File: src/rtl/spi_slave_axis.sv
// SPI mode-0 slave bridged to AXI-Stream.
// All SPI pins are oversampled in the clk domain; MOSI bytes leave on m_axis_*,
// response bytes arrive on s_axis_* into a small TX FIFO and are shifted out on MISO.
//
// Frame tracker states:
//   state    | meaning
//   ST_WAIT  | after reset; waits for sync chain to fill and CS to be seen high
//   ST_IDLE  | CS high, ready to accept a new frame on the next CS falling edge
//   ST_FRAME | CS low, frame in progress; SCK edges are acted on
module spi_slave_axis #(
  parameter int          SYNC_STAGES = 2,
  parameter int          TX_DEPTH    = 4,
  parameter logic [7:0]  IDLE_BYTE   = 8'hFF
) (
  input  logic       clk,
  input  logic       rst,
  input  logic       spi_sck,
  input  logic       spi_cs_n,
  input  logic       spi_mosi,
  output logic       spi_miso,
  output logic       spi_miso_oe,
  output logic [7:0] m_axis_tdata,
  output logic       m_axis_tvalid,
  input  logic       m_axis_tready,
  input  logic [7:0] s_axis_tdata,
  input  logic       s_axis_tvalid,
  output logic       s_axis_tready,
  input  logic       s_axis_tlast,
  output logic       rx_overrun,
  output logic       frame_end
);

  localparam int PW = $clog2(TX_DEPTH);

  typedef enum logic [1:0] {
    ST_WAIT  = 2'd0,
    ST_IDLE  = 2'd1,
    ST_FRAME = 2'd2
  } frame_state_t;

  frame_state_t state, state_nxt;

  logic [SYNC_STAGES-1:0] sck_sync;
  logic [SYNC_STAGES-1:0] cs_sync;
  logic [SYNC_STAGES-1:0] mosi_sync;
  logic [SYNC_STAGES:0]   sync_fill;
  logic                   sck_d;
  logic                   cs_d;
  logic                   sck_s;
  logic                   cs_s;
  logic                   mosi_s;

  logic                   cs_fall;
  logic                   cs_rise;
  logic                   sck_rise;
  logic                   sck_fall;

  logic [2:0]             bit_cnt;
  logic [6:0]             rx_shift;
  logic                   byte_done;
  logic                   rx_accept;

  logic [7:0]             tx_mem [TX_DEPTH];
  logic [PW:0]            wr_ptr;
  logic [PW:0]            rd_ptr;
  logic                   tx_empty;
  logic                   tx_full;
  logic                   tx_push;
  logic                   tx_load;
  logic                   tx_pop;
  logic [7:0]             tx_shift;

  logic                   unused_tlast;

  // TLAST carries no meaning for a byte-oriented SPI response stream.
  assign unused_tlast = s_axis_tlast;

  assign sck_s  = sck_sync[SYNC_STAGES-1];
  assign cs_s   = cs_sync[SYNC_STAGES-1];
  assign mosi_s = mosi_sync[SYNC_STAGES-1];

  // Pin synchronizers plus one delay flop on SCK/CS for edge detection.
  // Reset values match the idle pin state so no edge is seen on release.
  always_ff @(posedge clk or posedge rst) begin
    if (rst) begin
      sck_sync  <= '0;
      cs_sync   <= '1;
      mosi_sync <= '0;
      sync_fill <= '0;
      sck_d     <= 1'b0;
      cs_d      <= 1'b1;
    end else begin
      sck_sync  <= {sck_sync[SYNC_STAGES-2:0], spi_sck};
      cs_sync   <= {cs_sync[SYNC_STAGES-2:0], spi_cs_n};
      mosi_sync <= {mosi_sync[SYNC_STAGES-2:0], spi_mosi};
      sync_fill <= {sync_fill[SYNC_STAGES-1:0], 1'b1};
      sck_d     <= sck_s;
      cs_d      <= cs_s;
    end
  end

  // Frame state register.
  always_ff @(posedge clk or posedge rst) begin
    if (rst) state <= ST_WAIT;
    else     state <= state_nxt;
  end

  // Frame tracking; a CS that is already low when reset releases never
  // reaches ST_IDLE first, so that frame is ignored.
  always_comb begin
    state_nxt = state;
    cs_fall   = 1'b0;
    cs_rise   = 1'b0;
    sck_rise  = 1'b0;
    sck_fall  = 1'b0;
    case (state)
      ST_WAIT: begin
        if (sync_fill[SYNC_STAGES] && cs_s && cs_d) state_nxt = ST_IDLE;
      end
      ST_IDLE: begin
        if (cs_d && !cs_s) begin
          cs_fall   = 1'b1;
          state_nxt = ST_FRAME;
        end
      end
      ST_FRAME: begin
        if (!cs_d && cs_s) begin
          cs_rise   = 1'b1;
          state_nxt = ST_IDLE;
        end else if (!cs_s) begin
          sck_rise = sck_s && !sck_d;
          sck_fall = !sck_s && sck_d;
        end
      end
      default: state_nxt = ST_WAIT;
    endcase
  end

  assign spi_miso_oe = (state == ST_FRAME);

  assign byte_done = sck_rise && (bit_cnt == 3'd7);
  assign rx_accept = byte_done && (!m_axis_tvalid || m_axis_tready);

  // Bit counter and MOSI shift register.
  always_ff @(posedge clk or posedge rst) begin
    if (rst) begin
      bit_cnt  <= 3'd0;
      rx_shift <= 7'd0;
    end else if (cs_fall || cs_rise) begin
      bit_cnt <= 3'd0;
    end else if (sck_rise) begin
      bit_cnt  <= bit_cnt + 3'd1;
      rx_shift <= {rx_shift[5:0], mosi_s};
    end
  end

  // Output byte register; a completing byte takes priority over the clear
  // so a handshake in the same cycle never causes an overrun.
  always_ff @(posedge clk or posedge rst) begin
    if (rst) begin
      m_axis_tdata  <= 8'd0;
      m_axis_tvalid <= 1'b0;
    end else if (rx_accept) begin
      m_axis_tdata  <= {rx_shift, mosi_s};
      m_axis_tvalid <= 1'b1;
    end else if (m_axis_tvalid && m_axis_tready) begin
      m_axis_tvalid <= 1'b0;
    end
  end

  // Sticky overrun flag, cleared at the start of each frame.
  always_ff @(posedge clk or posedge rst) begin
    if (rst)                         rx_overrun <= 1'b0;
    else if (cs_fall)                rx_overrun <= 1'b0;
    else if (byte_done && !rx_accept) rx_overrun <= 1'b1;
  end

  // One-cycle pulse at the end of every frame.
  always_ff @(posedge clk or posedge rst) begin
    if (rst) frame_end <= 1'b0;
    else     frame_end <= cs_rise;
  end

  assign tx_empty      = (wr_ptr == rd_ptr);
  assign tx_full       = (wr_ptr[PW] != rd_ptr[PW]) &&
                         (wr_ptr[PW-1:0] == rd_ptr[PW-1:0]);
  assign s_axis_tready = !tx_full;
  assign tx_push       = s_axis_tvalid && !tx_full;
  assign tx_load       = cs_fall || (sck_fall && (bit_cnt == 3'd0));
  assign tx_pop        = tx_load && !tx_empty;

  // TX FIFO storage; contents need no reset since the pointers gate reads.
  always_ff @(posedge clk) begin
    if (tx_push) tx_mem[wr_ptr[PW-1:0]] <= s_axis_tdata;
  end

  // TX FIFO pointers.
  always_ff @(posedge clk or posedge rst) begin
    if (rst) begin
      wr_ptr <= '0;
      rd_ptr <= '0;
    end else begin
      if (tx_push) wr_ptr <= wr_ptr + 1'b1;
      if (tx_pop)  rd_ptr <= rd_ptr + 1'b1;
    end
  end

  // MISO shift register: reload at byte boundaries, shift on other falling edges.
  always_ff @(posedge clk or posedge rst) begin
    if (rst) begin
      tx_shift <= IDLE_BYTE;
    end else if (tx_load) begin
      tx_shift <= tx_empty ? IDLE_BYTE : tx_mem[rd_ptr[PW-1:0]];
    end else if (sck_fall) begin
      tx_shift <= {tx_shift[6:0], 1'b0};
    end
  end

  assign spi_miso = tx_shift[7];

endmodule

File: config.mk
export PLATFORM = sky130hd
export DESIGN_NAME = spi_slave_axis
export DESIGN_NICKNAME = d
export VERILOG_FILES = /design/src/rtl/spi_slave_axis.sv
export SDC_FILE = /design/constraint.sdc
export NUM_CORES = 1
export LEC_CHECK = 0
export ABC_AREA = 1
export CORE_UTILIZATION = 40
export CTS_BUF_LIST = sky130_fd_sc_hd__clkbuf_8 sky130_fd_sc_hd__clkbuf_16
export DETAILED_ROUTE_END_ITERATION = 8
export PLACE_DENSITY = 0.62
export SLEW_MARGIN = 20
export SYNTH_ARGS = -nofsm -noshare
export SYNTH_HDL_FRONTEND = slang
export SYNTH_SLANG_ARGS = --single-unit
File: constraint.sdc
create_clock -name clk -period 1.8 [get_ports clk]
set_input_delay 0.18 -clock clk [delete_from_list [all_inputs] [get_ports clk]]
set_output_delay 0.18 -clock clk [all_outputs]
set_load 0.01 [all_outputs]
**Word-level counts from Yosys, hierarchy flattened**

Memories as Yosys holds them, arrays and structs flattened.
Index checks and enable logic that the tools add are counted.

- Memories kept: 1
- Bits in writable memories: 32
- Bits of input ports: 16
- Output and inout port bits: 14
- Word-level logic and storage cells: 88
- Flip-flop bits (word level): 48

Memory list:

| name | words | width | read ports | clocked after memory_dff | wr ports | RTL line | RTL |
|---|---|---|---|---|---|---|---|
| tx_mem | 4 | 8 | 1 | 0 | 1 | 63 | `logic [7:0] tx_mem [TX_DEPTH];` |

- Muxes and demuxes: 25
- Reduce and logical (&&, ||, !) cells: 33
- $add $sub $neg: 3
- Bitwise operators: 1
- Eq/ne operators: 9

Operators with widths:

| kind | count |
|---|---|
| two-way mux 8 bit | 3 |
| two-way mux 1 bit | 16 |
| logical AND 1 bit | 14 |
| adder 3 x 1 -> 3 bit (second input constant) | 3 |
| logical NOT 1 bit | 8 |
| nonzero test 2 bit | 4 |
| two-way mux 2 bit | 3 |
| two-way mux 3 bit | 2 |
| case mux 2 bit (3 select lines) | 1 |
| != test 2 bit (second input constant) | 2 |
| == test 3 bit | 1 |
| == test 3 bit (second input constant) | 1 |
| logical NOT 3 bit | 1 |
| logical OR 1 bit | 3 |
| AND reduction 3 bit | 1 |
| == test 2 x 1 -> 1 bit (second input constant) | 1 |
| == test 2 bit | 1 |
| == test 2 bit (second input constant) | 1 |
| logical NOT 2 bit | 1 |
| != test 2 x 1 -> 1 bit (second input constant) | 1 |
| AND reduction 2 bit | 1 |
| != test 1 bit | 1 |
| NOT 1 bit | 1 |

**Longest topological paths before layout**

- Depth after elaboration: 11
- Depth in mapped cells: 10
- Gate-level depth less buffers: 9

**Least setup slack after synthesis**

Ideal clock, no wire load.

- Kind: register -> register
- Start: register rd_ptr[0]
- End: memory tx_mem[0][0], enable pin
- Stages on the path, launching flop included: 6
- Arrival: 1.385 ns
- Setup slack: 0.044 ns
- Period minus slack after synthesis: 1.756 ns
- Path buffers: 1
- Data required time: 1.429 ns
- Library setup time: 0.371 ns
- Path through: dfrtp_1 -> buf_2 -> xnor2_1 -> nand3_1 -> nand2_1 -> nor2_1

- Word-level cells in the longest chain between the ends: 6

RTL lines:

| item | RTL line | RTL |
|---|---|---|
| start: declaration | 65 | `logic [PW:0] rd_ptr;` |
| start signal: assignment | 204 | `if (tx_pop) rd_ptr <= rd_ptr + 1'b1;` |
| == test 2 bit | 186 | `(wr_ptr[PW-1:0] == rd_ptr[PW-1:0]);` |
| logical AND 1 bit | 185 | `assign tx_full = (wr_ptr[PW] != rd_ptr[PW]) &&` |
| logical NOT 1 bit | - |  |
| via s_axis_tready | 27 | `output logic s_axis_tready,` |
| logical AND 1 bit | 188 | `assign tx_push = s_axis_tvalid && !tx_full;` |
| two-way mux 1 bit | 194 | `if (tx_push) tx_mem[wr_ptr[PW-1:0]] <= s_axis_tdata;` |
| two-way mux 1 bit (not written as such) | 194 |  |
| end: declaration | 63 |  |

The timed path passes the listed nets, and every way through them passes these cells.

**Worst setup path after layout**

- Start: register state[0]
- End: output spi_miso_oe

- Word-level cells in the longest chain between the ends: 1

RTL lines:

| item | RTL line | RTL |
|---|---|---|
| start: declaration | 41 | `frame_state_t state, state_nxt;` |
| start signal: assignment | 105 | `else state <= state_nxt;` |
| == test 2 bit | 139 | `assign spi_miso_oe = (state == ST_FRAME);` |
| end: declaration | 21 | `output logic spi_miso_oe,` |

Every way passes these cells.

==> impl_metrics.json <==
{
  "syn_area_um2": 3400,
  "ir_worst_vdd_mv": 0.565,
  "die_area_um2": 8870,
  "root_buffer": "clkbuf_8",
  "worstPathRequired_ps": 1620,
  "p_int_mw": 3.58,
  "track_usage": 0.153,
  "crit_chain": "inv_2, nand2_4, inv_1, clkdlybuf4s50_1",
  "power_frac_seq": 0.478,
  "drive_above_1_share": 0.158,
  "combPwrFrac": 0.300,
  "nets": 393,
  "worst_setup_path_start_kind": "register",
  "routed_via_density": 4.69,
  "critPathArrivalTime_ps": 1480,
  "routed_wl_um": 5770,
  "max_cap_viol_count": 0,
  "power_density_nw_per_um2": 1330,
  "fin_crit_ps": 1660,
  "p_sw_mw": 1.82,
  "diodes": 0,
  "remaining_drc_errors": 0,
  "synthDistinctLibCells": 29,
  "yosys_warnings": 0,
  "critPathTopFamily": "buffers and inverters",
  "path_max_fanout": 4,
  "clk_path_buf_depth": 2,
  "placed_area_um2": 3860,
  "cts.htree.levels": 3,
  "crit_buf_inv": 3,
  "vias": 2247,
  "core_um2": 8220,
  "io_buffers": 28,
  "start_util": 0.413,
  "die_h_um": 94.2,
  "place_ws_ps": 175,
  "synth_top_area_frac": 0.283,
  "clkPwrFrac": 0.222,
  "synth_largest_area_cell": "edfxtp_1",
  "drt.antenna.violating_nets": 0,
  "die_w_um": 94.2,
  "synth-seq-cells": 80,
  "stdcell_area_um2": 4060,
  "synth-seq-area-share": 0.641,
  "syn2layout_area_growth_pct": 19.4,
  "fmaxAchievable_ghz": 0.602,
  "post-route-period-util": 0.923,
  "end_kind": "primary output",
  "antenna_found_initial": 0,
  "tritoncts": "done",
  "hold_path.class": "input pin to async pin",
  "dp_hpwl_um": 3890,
  "clk_pin_slew_ps": 90,
  "critical_path_class": "register to primary output",
  "grt_max_degree": 34,
  "hold_viol_final": 0,
  "cts_setup_buffers": 0,
  "setup_ws_ps": 138,
  "p_leak_nw": 1.82,
  "clkSinkCount": 80,
  "drt_iter0_markers": 68,
  "swShare": 0.337,
  "outcome": "finished, final reports clean",
  "grt_overflow": 0,
  "grt_pass1_wl_um": 10200,
  "slew_violations": 0,
  "critPathSlowestCell": "clkdlybuf4s50_1",
  "num_rows": 33,
  "grt_pass1_vias": 2171,
  "cts_buffers": 9,
  "synth.avg_cell_area_um2": 10.4,
  "rsz0062_at_grt": "no",
  "drt_pass1_iterations": 4,
  "synth_fp_nets": 350,
  "syn_inst": 326,
  "gp_congestion": 0.785,
  "clock_latency_ps": 340,
  "finalSetupTns_ps": 0,
  "io_pins": 30,
  "post_drt_wl_per_cell_um": 12.1,
  "fin_skew_ps": 12.3,
  "max_stage_delay_ps": 520,
  "synthTopCellsByArea": "edfxtp_1, dfrtp_1, nand2_1, dfstp_2, nand3_1",
  "setup_viol": 0,
  "total_power_mw": 5.40
}
-- metrics by stage --
step                      hold slack, ps  std cells   util
final                                114        479  0.494
after detailed placement             336        463  0.470
after CTS                            107        479  0.493
after global routing                 145        479  0.494
after global placement               333        463  0.470
after floorplan                      184        326      -
-- power by group through the flow --
stage	Combinational (mW)	Sequential (mW)	Clock, mW
finish	1.62	2.58	1.20
global placement	1.60	2.59	0
detailed placement	1.64	2.61	0
global route	1.87	2.62	1.32
floorplan	1.12	2.56	0
CTS	1.64	2.58	1.24
-- routing by layer --
metal | part of all wire | vias up | global-route usage
met5 | 0 | - | 0
met4 | 0.014 | 0 | 0.0692
met3 | 0.037 | 6 | 0.0388
met2 | 0.48 | 37 | 0.233
met1 | 0.47 | 1066 | 0.205
li1 | - | 1138 | -
-- cell families after synthesis --
| kind of cell | after synthesis | share of synthesized area |
|---|---|---|
| buffers and inverters | 41 | 0.0501 |
| adders and majority gates | 8 | 0.0295 |
| other | 1 | 0.00110 |
| DFF | 80 | 0.641 |
| and+or+nand+nor | 168 | 0.222 |
| xor gates and xnor gates | 5 | 0.0129 |
| AOI/OAI and AO/OA | 23 | 0.0435 |
-- layout make-up --
type	count	area, um^2
Clock buffer	10	149
Clock inverter	6	32.5
Fill cell	741	4160
Inverter	33	124
Multi-Input combinational cell	205	1060
Sequential cell	80	2180
Tap cell	105	131
Timing Repair Buffer	40	382
-- path summary, 6_finish.rpt --
| kind | start | endpoint | slack, ps | cells past startpoint |
|---|---|---|---|---|
| setup / recovery | state[0] | spi_miso_oe | 140 | 4 |
| max in group asynchronous | rst | tx_shift[7] | 1130 | 3 |
| hold reg to reg | sync_fill[1] | sync_fill[2] | 350 | 0 |
| min in group clk | spi_cs_n | cs_sync[0] | 240 | 1 |
| setup reg to reg | bit_cnt[0] | tx_shift[6] | 180 | 10 |
| hold / removal | rst | mosi_sync[0] | 110 | 2 |
-- state kept, by name (all words and copies together) (netlist names), 3 cells and up --
signal and cells:
bit_cnt 3, rx_shift 7, sync_fill 3, tx_mem 32, wr_ptr 3, m_axis_tdata 8, rd_ptr 3, tx_shift 8
-- cell usage after synthesis, drive strengths merged --
library cell	n
a21oi	2
buf	7
clkbuf	1
clkinv	1
conb	1
dfrtp	37
dfstp	11
edfxtp	32
ha	8
inv	32
nand2	107
nand3	42
nand4	1
nor2	17
nor3	1
o21ai	20
o31ai	1
xnor2	5
-- timing repair --
action,4_1_cts,5_1_grt
endpoints found under the hold margin,0,0
hold buffers,0,0
gates resized for setup,2,2
setup endpoints to repair,1,1
-- layout by cell type (no fill, tap or decap), types with 11 or more instances in the layout --
master             n
nand3_1           41
clkdlybuf4s50_1   27
inv_1             32
nand2_1          102
edfxtp_1          32
nor2_1            13
o21ai_0           13
buf_4             11
dfstp_2           11
dfrtp_1           37
Note: power is estimated with default switching activity, not from simulation.
